`src/rtl/axis_ramp_ctrl_if.sv`:
```
// Bundles the per-channel control inputs and axis outputs of the ramp controller.
// Latency: none (signal container only).
// Backpressure: none; all signals are levels or single-cycle pulses.
interface axis_ramp_ctrl_if #(
  parameter int CHANNELS = 2,
  parameter int WIDTH    = 8
);
  logic                      clr;
  logic [CHANNELS-1:0]       inc;
  logic [CHANNELS-1:0]       dec;
  logic [CHANNELS-1:0]       spring;
  logic [CHANNELS-1:0]       analog_sel;
  logic [CHANNELS*WIDTH-1:0] analog_in;
  logic [CHANNELS*WIDTH-1:0] value_out;
  logic [CHANNELS-1:0]       at_max;
  logic [CHANNELS-1:0]       at_min;
  logic                      tick;

  // Input decode side: drives requests, observes the axis values.
  modport master (
    output clr, inc, dec, spring, analog_sel, analog_in,
    input  value_out, at_max, at_min, tick
  );

  // Ramp controller side.
  modport slave (
    input  clr, inc, dec, spring, analog_sel, analog_in,
    output value_out, at_max, at_min, tick
  );
endinterface

```
`src/rtl/axis_ramp_ctrl.sv`:
```
// Turns inc/dec buttons (or a clamped analog stick) into saturating per-channel lever values.
// Latency: 1 cycle from sampled inputs (tick cycle, or any cycle in analog mode) to value_out.
// Backpressure: none; inputs are levels sampled every cycle, outputs are always valid.
module axis_ramp_ctrl #(
  parameter int CHANNELS  = 2,
  parameter int WIDTH     = 8,
  parameter int TICK_DIV  = 196850,
  parameter int STEP      = 1,
  parameter int MIN_VAL   = 0,
  parameter int MAX_VAL   = 254,
  parameter int CENTER    = 128,
  parameter int RESET_VAL = 0
) (
  input logic              clk_sys,
  input logic              RESET_L,
  axis_ramp_ctrl_if.slave  io
);

  // Prescaler width; a divide-by-one still needs a one-bit counter.
  localparam int CW = (TICK_DIV > 1) ? $clog2(TICK_DIV) : 1;
  localparam int W1 = WIDTH + 1;

  localparam logic [CW-1:0]    CNT_LAST = CW'(TICK_DIV - 1);
  localparam logic [WIDTH-1:0] V_RESET  = WIDTH'(RESET_VAL);
  localparam logic [WIDTH-1:0] V_MIN    = WIDTH'(MIN_VAL);
  localparam logic [WIDTH-1:0] V_MAX    = WIDTH'(MAX_VAL);

  // One guard bit above the value width so sums and differences never wrap.
  localparam logic [WIDTH:0] P_MIN  = W1'(MIN_VAL);
  localparam logic [WIDTH:0] P_MAX  = W1'(MAX_VAL);
  localparam logic [WIDTH:0] P_CEN  = W1'(CENTER);
  localparam logic [WIDTH:0] P_STEP = W1'(STEP);

  logic [CW-1:0]    cnt_q;
  logic [CW-1:0]    cnt_d;
  logic             tick_q;
  logic [WIDTH-1:0] val_q [CHANNELS];
  logic [WIDTH-1:0] val_d [CHANNELS];

  // One ramp step for a single channel; inc and dec together cancel out.
  function automatic logic [WIDTH-1:0] ramp_next(
    input logic [WIDTH-1:0] v,
    input logic             up,
    input logic             down,
    input logic             spr
  );
    logic [WIDTH:0] w;
    logic [WIDTH:0] r;
    w = {1'b0, v};
    r = w;
    if (up && !down) begin
      r = ((w + P_STEP) > P_MAX) ? P_MAX : (w + P_STEP);
    end else if (down && !up) begin
      r = (w < (P_MIN + P_STEP)) ? P_MIN : (w - P_STEP);
    end else if (!up && !down && spr) begin
      // Snap to centre when within one step so the value never overshoots.
      if (w > P_CEN) begin
        r = ((w - P_CEN) <= P_STEP) ? P_CEN : (w - P_STEP);
      end else if (w < P_CEN) begin
        r = ((P_CEN - w) <= P_STEP) ? P_CEN : (w + P_STEP);
      end
    end
    return r[WIDTH-1:0];
  endfunction

  // Limit a raw analog sample to the legal axis range.
  function automatic logic [WIDTH-1:0] clamp(input logic [WIDTH-1:0] a);
    logic [WIDTH-1:0] r;
    r = a;
    if (a < V_MIN) r = V_MIN;
    if (a > V_MAX) r = V_MAX;
    return r;
  endfunction

  // Next prescaler count, wrapping at TICK_DIV-1.
  always_comb begin
    cnt_d = (cnt_q == CNT_LAST) ? '0 : (cnt_q + 1'b1);
  end

  // Shared prescaler; tick is registered and high while the count sits at its last value.
  always_ff @(posedge clk_sys or negedge RESET_L) begin
    if (!RESET_L) begin
      cnt_q  <= '0;
      tick_q <= 1'b0;
    end else if (io.clr) begin
      cnt_q  <= '0;
      tick_q <= 1'b0;
    end else begin
      cnt_q  <= cnt_d;
      tick_q <= (cnt_d == CNT_LAST);
    end
  end

  // Per-channel next value: analog tracks every cycle, ramp moves only on tick.
  always_comb begin
    for (int n = 0; n < CHANNELS; n++) begin
      val_d[n] = val_q[n];
      if (io.analog_sel[n]) begin
        val_d[n] = clamp(io.analog_in[n*WIDTH +: WIDTH]);
      end else if (tick_q) begin
        val_d[n] = ramp_next(val_q[n], io.inc[n], io.dec[n], io.spring[n]);
      end
    end
  end

  // Axis registers double as the output registers, so analog-to-ramp handover is bumpless.
  always_ff @(posedge clk_sys or negedge RESET_L) begin
    if (!RESET_L) begin
      for (int n = 0; n < CHANNELS; n++) val_q[n] <= V_RESET;
    end else if (io.clr) begin
      for (int n = 0; n < CHANNELS; n++) val_q[n] <= V_RESET;
    end else begin
      for (int n = 0; n < CHANNELS; n++) val_q[n] <= val_d[n];
    end
  end

  assign io.tick = tick_q;

  for (genvar g = 0; g < CHANNELS; g++) begin : g_out
    assign io.value_out[g*WIDTH +: WIDTH] = val_q[g];
    assign io.at_max[g] = (val_q[g] == V_MAX);
    assign io.at_min[g] = (val_q[g] == V_MIN);
  end

endmodule

```
`src/flat_wrapper.sv`:
```
// flat-port wrapper written by rule: the top's interface ports become plain ports
module axis_ramp_ctrl_flat 
#(
  parameter int CHANNELS  = 2,
  parameter int WIDTH     = 8,
  parameter int TICK_DIV  = 196850,
  parameter int STEP      = 1,
  parameter int MIN_VAL   = 0,
  parameter int MAX_VAL   = 254,
  parameter int CENTER    = 128,
  parameter int RESET_VAL = 0
)
  (clk_sys, RESET_L, io_clr, io_inc, io_dec, io_spring, io_analog_sel, io_analog_in, io_value_out, io_at_max, io_at_min, io_tick);
  axis_ramp_ctrl_if #(.CHANNELS(CHANNELS), .WIDTH(WIDTH)) io_i ();
  input logic clk_sys;
  input logic RESET_L;
  input wire logic [$bits(io_i.clr)-1:0] io_clr;
  input wire logic [$bits(io_i.inc)-1:0] io_inc;
  input wire logic [$bits(io_i.dec)-1:0] io_dec;
  input wire logic [$bits(io_i.spring)-1:0] io_spring;
  input wire logic [$bits(io_i.analog_sel)-1:0] io_analog_sel;
  input wire logic [$bits(io_i.analog_in)-1:0] io_analog_in;
  output wire logic [$bits(io_i.value_out)-1:0] io_value_out;
  output wire logic [$bits(io_i.at_max)-1:0] io_at_max;
  output wire logic [$bits(io_i.at_min)-1:0] io_at_min;
  output wire logic [$bits(io_i.tick)-1:0] io_tick;
  assign io_i.clr = io_clr;
  assign io_i.inc = io_inc;
  assign io_i.dec = io_dec;
  assign io_i.spring = io_spring;
  assign io_i.analog_sel = io_analog_sel;
  assign io_i.analog_in = io_analog_in;
  assign io_value_out = io_i.value_out;
  assign io_at_max = io_i.at_max;
  assign io_at_min = io_i.at_min;
  assign io_tick = io_i.tick;
  axis_ramp_ctrl #(.CHANNELS(CHANNELS), .WIDTH(WIDTH), .TICK_DIV(TICK_DIV), .STEP(STEP), .MIN_VAL(MIN_VAL), .MAX_VAL(MAX_VAL), .CENTER(CENTER), .RESET_VAL(RESET_VAL)) u_core (.clk_sys(clk_sys), .RESET_L(RESET_L), .io(io_i));
endmodule
```
`config.mk`:
```
export PLATFORM = sky130hd
export DESIGN_NAME = axis_ramp_ctrl_flat
export DESIGN_NICKNAME = d
export VERILOG_FILES = /design/src/rtl/axis_ramp_ctrl_if.sv /design/src/rtl/axis_ramp_ctrl.sv /design/src/flat_wrapper.sv
export SDC_FILE = /design/constraint.sdc
export NUM_CORES = 1
export LEC_CHECK = 0
export BUFFER_PORTS_ARGS = -buffer_cell sky130_fd_sc_hd__clkbuf_2
export CELL_PAD_IN_SITES_DETAIL_PLACEMENT = 2
export CELL_PAD_IN_SITES_GLOBAL_PLACEMENT = 2
export CORE_UTILIZATION = 23
export CTS_CLUSTER_DIAMETER = 80
export DETAILED_ROUTE_END_ITERATION = 16
export GPL_TIMING_DRIVEN = 0
export PLACE_DENSITY_LB_ADDON = 0.1
export REMOVE_ABC_BUFFERS = 1
export SYNTH_ARGS = -nofsm -noshare
export SYNTH_HDL_FRONTEND = slang
export SYNTH_SLANG_ARGS = --single-unit
```
`constraint.sdc`:
```
create_clock -name clk_sys -period 2.7 [get_ports clk_sys]
set_input_delay 0.405 -clock clk_sys [delete_from_list [all_inputs] [get_ports clk_sys]]
set_output_delay 0.405 -clock clk_sys [all_outputs]
set_load 0.005 [all_outputs]
```
Yosys cells after proc, flatten, opt, wreduce, memory -nomap -nowiden:

Index checks and enable logic that the tools add are counted.
Widths: inputs -> output; s select.

* $add $sub $neg: 9
* magnitude comparators: 16
* equal/unequal tests: 4
* multiplexer cells: 30
* reductions and logical operators: 22

Operators with widths (number)
* $mux 8: 26
* $eq 18x18->1 const B: 2
* $le 9x1->1 const B: 4
* $mux 18: 2
* $gt 8x8->1 const B: 4
* $lt 8x1->1 const B: 4
* $add 18x1->18 const B: 1
* $add 8x1->9 const B: 2
* $gt 9x8->1 const B: 2
* $sub 8x8->9 const A: 2
* $sub 8x8->9 const B: 2
* $eq 8x8->1 const B: 2
* $logic_not 8->1: 2
* $lt 8x8->1 const B: 2
* $mux 16: 1
* $sub 8x1->8 const B: 2
* $reduce_bool 6->1: 2
* $reduce_bool 5->1: 2
* $logic_and 1x1->1: 8
* $reduce_and 3->1: 2
* $reduce_bool 3->1: 2
* $logic_not 1->1: 4
* $mux 1: 1

* flip-flop bits (word level): 35
* input bits: 27
* output and inout port bits: 21
* word-level logic and storage cells: 85

Logic depth before layout (Yosys ltp):

Gate-level depths: netlist of run 1.

* depth after elaboration: 11
* depth in mapped cells: 9
* depth with buffers taken out: 8

Worst setup path after synthesis of run 1:

No wires, ideal clock.

* kind: register to register
* start point: reg u_core.val_q, in the netlist u_core.io.value_out[0]
* end point: reg u_core.val_q, in the netlist u_core.io.value_out[2]
* setup time: 0.134 ns
* data arrival time: 2.318 ns
* data required time: 2.566 ns
* setup slack: 0.248 ns
* cell stages (with the launch flop): 9
* path buffers: 1
* clock period less this slack: 2.452 ns
* cells stage by stage: dfrtp_1 -> buf_2 -> inv_1 -> ha_1 -> or4b_4 -> o41a_4 -> a21o_1 -> a222oi_1 -> o21ai_1

* longest elaborated chain between the ends: 11
* elaborated cells on any way between the ends: 24
* those cells by class: add/sub: 4; order compare: 6; mux: 12; reduce/logical: 2

RTL lines
* start, declared: line axis_ramp_ctrl.sv:37 `logic [WIDTH-1:0] val_q [CHANNELS];`
* $sub 8x8->9: line axis_ramp_ctrl.sv:60 `r = ((P_CEN - w) <= P_STEP) ? P_CEN : (w + P_STEP);`
* $le 9x1->1: line axis_ramp_ctrl.sv:60
* $mux 8: line axis_ramp_ctrl.sv:60
* $mux 8: line axis_ramp_ctrl.sv:59 `end else if (w < P_CEN) begin`
* $mux 8: line axis_ramp_ctrl.sv:57 `if (w > P_CEN) begin`
* $mux 8: line axis_ramp_ctrl.sv:55 `end else if (!up && !down && spr) begin`
* $mux 8: line axis_ramp_ctrl.sv:53 `end else if (down && !up) begin`
* $mux 8: line axis_ramp_ctrl.sv:51 `if (up && !down) begin`
* $mux 8: line axis_ramp_ctrl.sv:100 `end else if (tick_q) begin`
* $mux 8: line axis_ramp_ctrl.sv:98 `if (io.analog_sel[n]) begin`
* $mux 16: line axis_ramp_ctrl.sv:110 `end else if (io.clr) begin`

Several ways; a longest one is shown, not always the timed one. The select of a mux whose other input is x is not followed.
A chain may end at the register's enable or synchronous reset.

Final worst setup path of run 1:

* start point: reg u_core.val_q, in the netlist u_core.io.value_out[10]
* end point: reg u_core.val_q, in the netlist u_core.io.value_out[13]

The elaborated chain is that of the path after synthesis.

==> results of run 1 <==
-- metal layers --
metal	vias up	GRT usage (%)
met4	0	3.391
met5	-	0
met2	50	30.49
li1	1781	-
met1	1899	22.33
met3	9	1.954
-- cell usage after synthesis (4+ instances only) --
master and count:
xnor2_1 20, nand4_1 12, or2_2 4, dfrtp_1 35, a21o_1 5, mux2i_1 7, nand3_1 26, nand2b_1 4
a221oi_1 4, clkbuf_1 17, and3_1 9, xor2_1 20, nor2_1 45, a22oi_1 6, buf_2 14, inv_1 20
nor3_1 15, o21ai_0 19, nor2b_1 4, a31oi_1 6, a21oi_1 21, a211oi_1 4, ha_1 20, nor3b_1 7
nand2_1 40, nor4_1 5, o31ai_1 4
-- through the flow --
stage	total power, W	TNS (ns)	hold WS (ns)	utilization (%)
detailed placement	0.001081	-2.937	0.5531	25.66
CTS	0.001901	0	0.3087	27.30
global placement	0.001072	-2.547	0.5350	25.66
floorplan	0.0008901	0	0.1094	-
global route	0.001991	-0.06657	0.3371	27.58
finish	0.001878	0	0.2582	27.58
-- registers in the layout, indices dropped and copies added (netlist names) --
name / count
u_core.io.tick: 1
u_core.cnt_q: 18
u_core.io.value_out: 16
-- worst max path at each step --
stage | startpoint | slack [ns] | endpoint | cells after the start
after floorplan | u_core.io.value_out[0]$_DFFE_PN0P_ | 0.30 | u_core.io.value_out[2]$_DFFE_PN0P_ | 7
after global placement | u_core.io.value_out[0]$_DFFE_PN0P_ | -0.35 | u_core.io.value_out[5]$_DFFE_PN0P_ | 8
after detailed placement | u_core.io.value_out[0]$_DFFE_PN0P_ | -0.38 | u_core.io.value_out[5]$_DFFE_PN0P_ | 8
after CTS | u_core.io.value_out[8]$_DFFE_PN0P_ | 0.01 | u_core.io.value_out[13]$_DFFE_PN0P_ | 8
after global routing | u_core.io.value_out[8]$_DFFE_PN0P_ | -0.03 | u_core.io.value_out[13]$_DFFE_PN0P_ | 8
final | u_core.io.value_out[10]$_DFFE_PN0P_ | 0.08 | u_core.io.value_out[13]$_DFFE_PN0P_ | 6
-- logic make-up after synthesis --
| kind of cell | after synthesis |
|---|---|
| and+or+nand+nor | 199 |
| muxes | 8 |
| adders and majority gates | 20 |
| xor gates and xnor gates | 40 |
| buffers and inverters | 54 |
| AOI/OAI and AO/OA | 117 |
| DFF | 35 |
-- critical path, delay by kind of cell (launching register included) --
| family | cells | cell delay, ns |
|---|---|---|
| AOI/OAI and AO/OA | 5 | 1.52 |
| DFF | 1 | 0.54 |
| and+or+nand+nor | 1 | 0.42 |
-- cell type report --
class | count | area share, %
inverter | 20 | 1.726
clock inverter | 3 | 1.554
clock buffer | 5 | 2.877
timing repair buffer | 53 | 6.444
sequential | 35 | 20.31
multi-input combinational | 384 | 60.87
tap | 216 | 6.214
-- repair_timing --
action / 4_1_cts / 5_1_grt
endpoints found under the setup margin: 16 / 13
setup buffers: 2 / 4
pin swaps: 0 / 1
hold buffers: 0 / 0
gates resized for setup: 12 / 7
-- report_power, final --
group / switching (W) / internal, W / leakage [nW]
clock: 0.000247 / 0.000529 / 0.0900
sequential: 0.0000806 / 0.000544 / 0.466
combinational: 0.000273 / 0.000204 / 1.22
total: 0.000600 / 0.00128 / 1.78
==> results.cfg, run 1 <==
[detailed_routing]
wl_met3_um = 279
first_pass_iters = 4
drc = 0
drt-total-wl_um = 13650
vias = 3739
wl_per_cell_um = 19.06
top_layer_used = met4
wl_met2_um = 6800
wl_met1_um = 6448
ant_nets = 0
vias_per_cell = 5.222
drt_iter0_markers = 144

[global_route]
grt_first_pass_wirelength_um = 22260
grt_max_degree = 36
globalRoute.totalOverflow = 0
antenna_found_initial = 0
grt_pass1_vias = 3960
grt_usage_pct = 17.16

[synthesis]
synthAdderAreaFrac_pct = 6.761
synth_top_family_by_area = simple AND/OR/NAND/NOR gates
syn_inst = 473
synth-compound-area-share_pct = 23.06
synth.mux.area_fraction_pct = 2.197
synth-edff-count = 0
yosys.area_share.simple_pct = 28.50
async_flop_share_pct = 100.0
synth_top_flop_cell = dfrtp_1
ys_types = 75
synth.top_cell.area_share_pct = 23.66
synthTopCellsByArea = dfrtp_1 (24%), ha_1 (6.8%), xnor2_1 (4.7%)
yosysSeqAreaShare_pct = 23.66
syn-cell-area_sq_um = 3701
synth_area_per_cell_sq_um = 7.825
yosysWarningCount = 0
ys_seq_elements = 35
synth_top_cell_by_area = dfrtp_1
synth-xor-area-share_pct = 9.466

[sta]
report.final.slew_viol_count = 0
rsz0062_at_grt = true
clock_skew_ns = 0.004748
fmax_ghz = 0.3818
relSlewSlack_pct = 34.33
hold_viol = 0
setup_slack_ns = 0.08066
setup_viol = 0
finalCriticalPeriod_ns = 2.619
period_share_pct = 97.01
worstMarginPinSlew_ns = 0.9850

[worst_setup_path]
critPathSlowestCell = dfrtp_2
timing.rr.end = u_core.io.value_out[13]$_DFFE_PN0P_
r2r-start = u_core.io.value_out[10]$_DFFE_PN0P_
r2r_slack_ns = 0.08
crit_arrival_ns = 2.77
critPathMaxStageDelay_ns = 0.54
cp-end-kind = flop
worstPathMaxFanout = 15
path_cells = or3_1, o31ai_1, o21ai_0, o31a_2, a221oi_2, a2111oi_2
crit_type = flop to flop
startpoint_type = flop
r2r_cells = 6
critical_path_required_ns = 2.85

[placement]
hpwl_um = 10290
dp_cells = 702
portBuffers = 47
place_area_sq_um = 4046
dpl_worst_slack_ns = -0.3792
place.gp.congestion = 0.7585

[final_layout]
synthToLayoutAreaGrowth_pct = 17.51
drive_above_1_share_pct = 18.60
multi_input_area_sq_um = 2648
fillerInstances = 1866
final_cell_mix = clkbuf_2 (47), nor2_1 (45), nand2_1 (40)
n_antenna_cell = 0
ff_latch_area_sq_um = 883.3
fin_cells = 716
final_common_cell = clkbuf_2
finish.instance_area_sq_um = 4349
nNetsFinal = 546

[clock_network]
insertion_delay_ns = 0.29
htreeDepth = 2
path_clk_slew_ns = 0.06
cts_tree = built
cts_made_buffers = 5
clockRootBuffer = clkbuf_16
clock_path_buffers = 2
cts_sinks = 35

[power]
cellPowerDensity_nw_per_um2 = 431.7
p_leak_nw = 1.778
ir_worst_vdd_mv = 0.1795

[flow_run]
max_cap_viol_count = 0

[die]
die_area_sq_um = 16600
initial_utilization_pct = 23.47
ios = 48
die_x_um = 128.9
die-height_um = 128.9
core_sq_um = 15770
rows = 46

[status]
status = finished clean

[hold_path]
hold_path.class = input port to async pin
Power figures use the tool's default switching activity.
==> inputs of run 2 (changes only) <==
--- a/config.mk
+++ b/config.mk
@@ -12,7 +12,7 @@
 export CTS_CLUSTER_DIAMETER = 80
 export DETAILED_ROUTE_END_ITERATION = 16
 export GPL_TIMING_DRIVEN = 0
-export PLACE_DENSITY_LB_ADDON = 0.1
+export PLACE_DENSITY = 0.6
 export REMOVE_ABC_BUFFERS = 1
 export SYNTH_ARGS = -nofsm -noshare
 export SYNTH_HDL_FRONTEND = slang
==> run 2 against run 1 <==
  * Setup slack improved by 0.029 ns
  * Maximum frequency up 1.1%
  * Cell count rose by 0.42%
  * Final area fell by 0.20%
  * Register-to-register slack better by 0.03 ns
  * Non-clock buffer count rose by 3
==> results.cfg, run 2 (same netlist as run 1, synthesis figures left out) <==
[sta]
setup_viol = 0
finalCriticalPeriod_ns = 2.590
clock_skew_ns = 0.007884
setup_slack_ns = 0.1096
worstMarginPinSlew_ns = 0.9983
report.final.slew_viol_count = 0
fmax_ghz = 0.3860
relSlewSlack_pct = 33.45
period_share_pct = 95.94
rsz0062_at_grt = true
hold_viol = 0

[detailed_routing]
first_pass_iters = 4
drt-total-wl_um = 13330
drt_iter0_markers = 170
vias_per_cell = 5.248
drc = 0
ant_nets = 0
vias = 3773
wl_per_cell_um = 18.54

[final_layout]
final_cell_mix = clkbuf_2 (47), nor2_1 (45), nand2_1 (40)
final_common_cell = clkbuf_2
nNetsFinal = 549
finish.instance_area_sq_um = 4340
n_antenna_cell = 0
fin_util_pct = 27.52
largest_reg_flops = 18
drive_above_1_share_pct = 19.28
fin_cells = 719
fillerInstances = 1881
regMostFlops = u_core.cnt_q
synthToLayoutAreaGrowth_pct = 17.28

[worst_setup_path]
worstPathMaxFanout = 15
startpoint_type = flop
crit_type = flop to flop
crit_arrival_ns = 2.73
r2r_slack_ns = 0.11
r2r_cells = 6
critical_path_required_ns = 2.84
r2r-start = u_core.io.value_out[10]$_DFFE_PN0P_
timing.rr.end = u_core.io.value_out[13]$_DFFE_PN0P_
cp-end-kind = flop

[power]
ir_worst_vdd_mv = 0.2366
p_leak_nw = 1.777
finalPower_w = 0.001682
cellPowerDensity_nw_per_um2 = 387.4

[die]
die-height_um = 128.9
initial_utilization_pct = 23.47
core_sq_um = 15770
die_x_um = 128.9
ios = 48
rows = 46
die_area_sq_um = 16600

[clock_network]
clock_path_buffers = 2
path_clk_slew_ns = 0.05
insertion_delay_ns = 0.28
clockRootBuffer = clkbuf_16
cts_sinks = 35
ctsHoldBuffers = 0
cts_tree = built
cts_made_buffers = 5
htreeDepth = 2

[global_route]
grt_max_degree = 36
antenna_found_initial = 0
globalRoute.totalOverflow = 0
grt_usage_pct = 16.57
grt_use_met3_pct = 1.954
grt-busiest-layer = met2
use_met1_pct = 23.58
grt_pass1_vias = 3958
grt_first_pass_wirelength_um = 21740
use_met2_pct = 27.60

[placement]
dp_cells = 702
hpwl_um = 9926
dpl_worst_slack_ns = -0.2539
portBuffers = 47
place.gp.congestion = 0.8272
place_area_sq_um = 4046

[status]
status = finished clean

[flow_run]
max_cap_viol_count = 0

[hold_path]
hold_path.class = input port to async pin
## run 2: worst max-delay path by stage
stage                                        start                             endpoint  slack, ns  depth (start not counted)
3_5_place_dp    u_core.io.value_out[8]$_DFFE_PN0P_  u_core.io.value_out[13]$_DFFE_PN0P_      -0.25                          7
6_report       u_core.io.value_out[10]$_DFFE_PN0P_  u_core.io.value_out[13]$_DFFE_PN0P_       0.11                          6
4_1_cts         u_core.io.value_out[8]$_DFFE_PN0P_  u_core.io.value_out[13]$_DFFE_PN0P_       0.01                          8
3_3_place_gp    u_core.io.value_out[0]$_DFFE_PN0P_   u_core.io.value_out[5]$_DFFE_PN0P_      -0.19                          8
5_1_grt         u_core.io.value_out[9]$_DFFE_PN0P_  u_core.io.value_out[13]$_DFFE_PN0P_      -0.03                          8
2_1_floorplan   u_core.io.value_out[0]$_DFFE_PN0P_   u_core.io.value_out[2]$_DFFE_PN0P_       0.30                          7
## run 2: layer usage
| metal | wire length (um) | share of wire [%] |
|---|---|---|
| met1 | 6571 | 49 |
| met2 | 6292 | 47 |
| met3 | 398 | 3.0 |
| met4 | 67 | 0.50 |
| met5 | 0 | 0 |
## run 2: metrics by stage
stage / TNS [ns] / hold WS, ns
detailed placement: -2.001 / 0.5584
global placement: -1.285 / 0.5338
global route: -0.05074 / 0.3573
CTS: 0 / 0.3301
floorplan: 0 / 0.1094
finish: 0 / 0.2885
## run 2: critical path, cell delays in order, from the launching register on
cell and delay (ns):
dfrtp_2 0.53, or3_1 0.41, o31ai_1 0.43, o21ai_0 0.26, o31a_2 0.44, a221oi_2 0.30
a2111oi_2 0.07
## run 2: power breakdown
part,switching [W],internal [W]
registers,0.0000786,0.000544
logic,0.000281,0.000209
clock network,0.000233,0.000337
total,0.000592,0.00109
## run 2: cell type report
type,count,area (sq um),share of cell area (%)
clock buffers,5,125.1,2.883
clock inverters,3,15.01,0.3459
well taps,216,270.3,6.227
flip-flops and latches,35,884.6,20.38
inverters,20,78.83,1.816
repair buffers,56,302.8,6.976
multi-input cells,384,2664,61.37
## run 2: timing repair
| action | CTS | global route |
|---|---|---|
| gates resized for setup | 7 | 15 |
| setup endpoints to repair | 15 | 11 |
| buffers inserted | 2 | 7 |
| pin swaps | 0 | 1 |
==> inputs of run 3 (changes only) <==
==> constraint.sdc (replaced) <==
create_clock -name clk_sys -period 3.2 [get_ports clk_sys]
set_input_delay 0.48 -clock clk_sys [delete_from_list [all_inputs] [get_ports clk_sys]]
set_output_delay 0.48 -clock clk_sys [all_outputs]
set_load 0.005 [all_outputs]
==> run 3 against run 2 <==
  * Sequential power is 16% lower
  * First-iteration DRC count grew 6.5%
  * Cell count shrank 1.3%
  * Sequential share of layout area grew 0.48 points
  * Final area decreased by 3.3%
  * Combinational power fell by 22%
  * Routed wire length shrank 1.3%
  * Core utilization fell by 0.90 points
  * Critical path depth grew 2
  * Maximum frequency decreased by 14%
  * Largest power group unchanged
==> results.cfg, run 3 (same netlist as run 1, synthesis figures left out) <==
[worst_setup_path]
crit_arrival_ns = 3.15
r2r_slack_ns = 0.18
startpoint_type = flop
critPathSlowestCell = nor3b_2
crit_type = flop to flop
crit_buf_inv = 1
path_cells = inv_1, ha_1, nor3b_2, a21oi_1, a311o_1, o31a_2, a221oi_2, a2111oi_2
critical_path_required_ns = 3.34
worstPathMaxFanout = 12
crit_family = compound AO/OA/AOI/OAI gates
cp-end-kind = flop
critPathMaxStageDelay_ns = 0.53

[final_layout]
drive_above_1_share_pct = 15.18
final_cell_mix = clkbuf_2 (47), nor2_1 (45), nand2_1 (40)
regMostFlops = u_core.cnt_q
nNetsFinal = 540
largest_reg_flops = 18
fillerInstances = 1896
synthToLayoutAreaGrowth_pct = 13.42
n_antenna_cell = 0
fin_cells = 710
final_common_cell = clkbuf_2

[power]
pwr-share-seq_pct = 37.8
power_frac_clock_pct = 34.8
p_int_w = 0.0008940
ir_worst_vdd_mv = 0.1989
power_frac_comb_pct = 27.4
p_leak_nw = 1.729
netSwitchingFraction_pct = 35.26
p_switching_w = 0.0004869
cellPowerDensity_nw_per_um2 = 329.0

[clock_network]
htreeDepth = 2
post_cts_buffers = 0
cts_tree = built
cts_sinks = 35
clock_path_buffers = 2
insertion_delay_ns = 0.28
cts_made_buffers = 5
path_clk_slew_ns = 0.05
clockRootBuffer = clkbuf_16

[global_route]
grt_usage_pct = 16.53
globalRoute.totalOverflow = 0
grt_first_pass_wirelength_um = 21650
grt_pass1_vias = 3942
grt_max_degree = 36
antenna_found_initial = 0

[sta]
setup_slack_ns = 0.1847
setup_tns_ns = 0
worstMarginPinSlew_ns = 1.017
rsz0062_at_grt = false
period_share_pct = 94.23
relSlewSlack_pct = 32.20
finalCriticalPeriod_ns = 3.015
report.final.slew_viol_count = 0
setup_viol = 0
hold_viol = 0
fmax_ghz = 0.3316
clock_skew_ns = 0.007249

[die]
die_area_sq_um = 16600
die-height_um = 128.9
core_sq_um = 15770
rows = 46
initial_utilization_pct = 23.47
ios = 48
die_x_um = 128.9

[detailed_routing]
vias = 3746
drc = 0
vias_per_cell = 5.276
ant_nets = 0
drt_iter0_markers = 181
wl_per_cell_um = 18.53
drt-total-wl_um = 13150
first_pass_iters = 4

[placement]
dpl_worst_slack_ns = 0.2461
hpwl_um = 9926
portBuffers = 47
place.gp.congestion = 0.8272
dp_cells = 702

[flow_run]
max_cap_viol_count = 0

[status]
status = finished clean

[hold_path]
hold_path.class = input port to async pin
==> run 3: cell types whose count changed in the layout (fill, tap and decap cells not counted), sizes merged <==
cell,previous run,this run
buf,9,0
clkinvlp,1,0
inv,19,20
==> run 3: repair_timing <==
action / 4_1_cts / 5_1_grt
hold buffers: 0 / 0
gates resized for setup: 0 / 2
endpoints found under the setup margin: 0 / 2
==> run 3: worst paths after layout <==
check                      cells past startpoint                               start                                  end
max reg2reg                                    8  u_core.io.value_out[8]$_DFFE_PN0P_  u_core.io.value_out[13]$_DFFE_PN0P_
min reg2reg                                    1           u_core.cnt_q[0]$_DFF_PN0_            u_core.cnt_q[0]$_DFF_PN0_
max                                            8  u_core.io.value_out[8]$_DFFE_PN0P_  u_core.io.value_out[13]$_DFFE_PN0P_
min in group clk_sys                           3                    io_analog_in[13]  u_core.io.value_out[13]$_DFFE_PN0P_
min                                            1                             RESET_L  u_core.io.value_out[10]$_DFFE_PN0P_
max in group asynchronous                      1                             RESET_L   u_core.io.value_out[2]$_DFFE_PN0P_
==> run 3: cell type report <==
class / count / area (sq um) / share of cell area [%]
inverter: 20 / 75.07 / 1.788
clock buffer: 5 / 125.1 / 2.981
clock inverter: 3 / 15.01 / 0.3577
sequential: 35 / 875.8 / 20.86
multi-input combinational: 384 / 2601 / 61.97
tap: 216 / 270.3 / 6.438
timing repair buffer: 47 / 235.2 / 5.604
==> run 3: power by group through the flow <==
stage | Combinational (W) | Sequential [W] | Clock [W]
after detailed placement | 0.000379 | 0.000530 | 0
after global routing | 0.000422 | 0.000528 | 0.000518
after CTS | 0.000381 | 0.000522 | 0.000498
after floorplan | 0.000242 | 0.000509 | 0
after global placement | 0.000370 | 0.000528 | 0
final | 0.000379 | 0.000521 | 0.000481
==> run 3: per-layer routing <==
metal | up-vias | wire (um) | GRT usage, %
li1 | 1773 | - | -
met1 | 1915 | 6574 | 23.46
met2 | 52 | 6195 | 27.60
met3 | 6 | 317 | 1.954
met4 | 0 | 67 | 1.730
met5 | - | 0 | 0
==> run 3: per-stage QoR <==
stage	total power (W)	hold WS, ns	util [%]	area, sq um
finish	0.001381	0.3685	26.62	4198
floorplan	0.0007510	0.1844	-	3541
CTS	0.001400	0.4052	26.55	4187
global route	0.001468	0.4345	26.62	4198
global placement	0.0008978	0.5338	25.66	4046
detailed placement	0.0009083	0.5584	25.66	4046
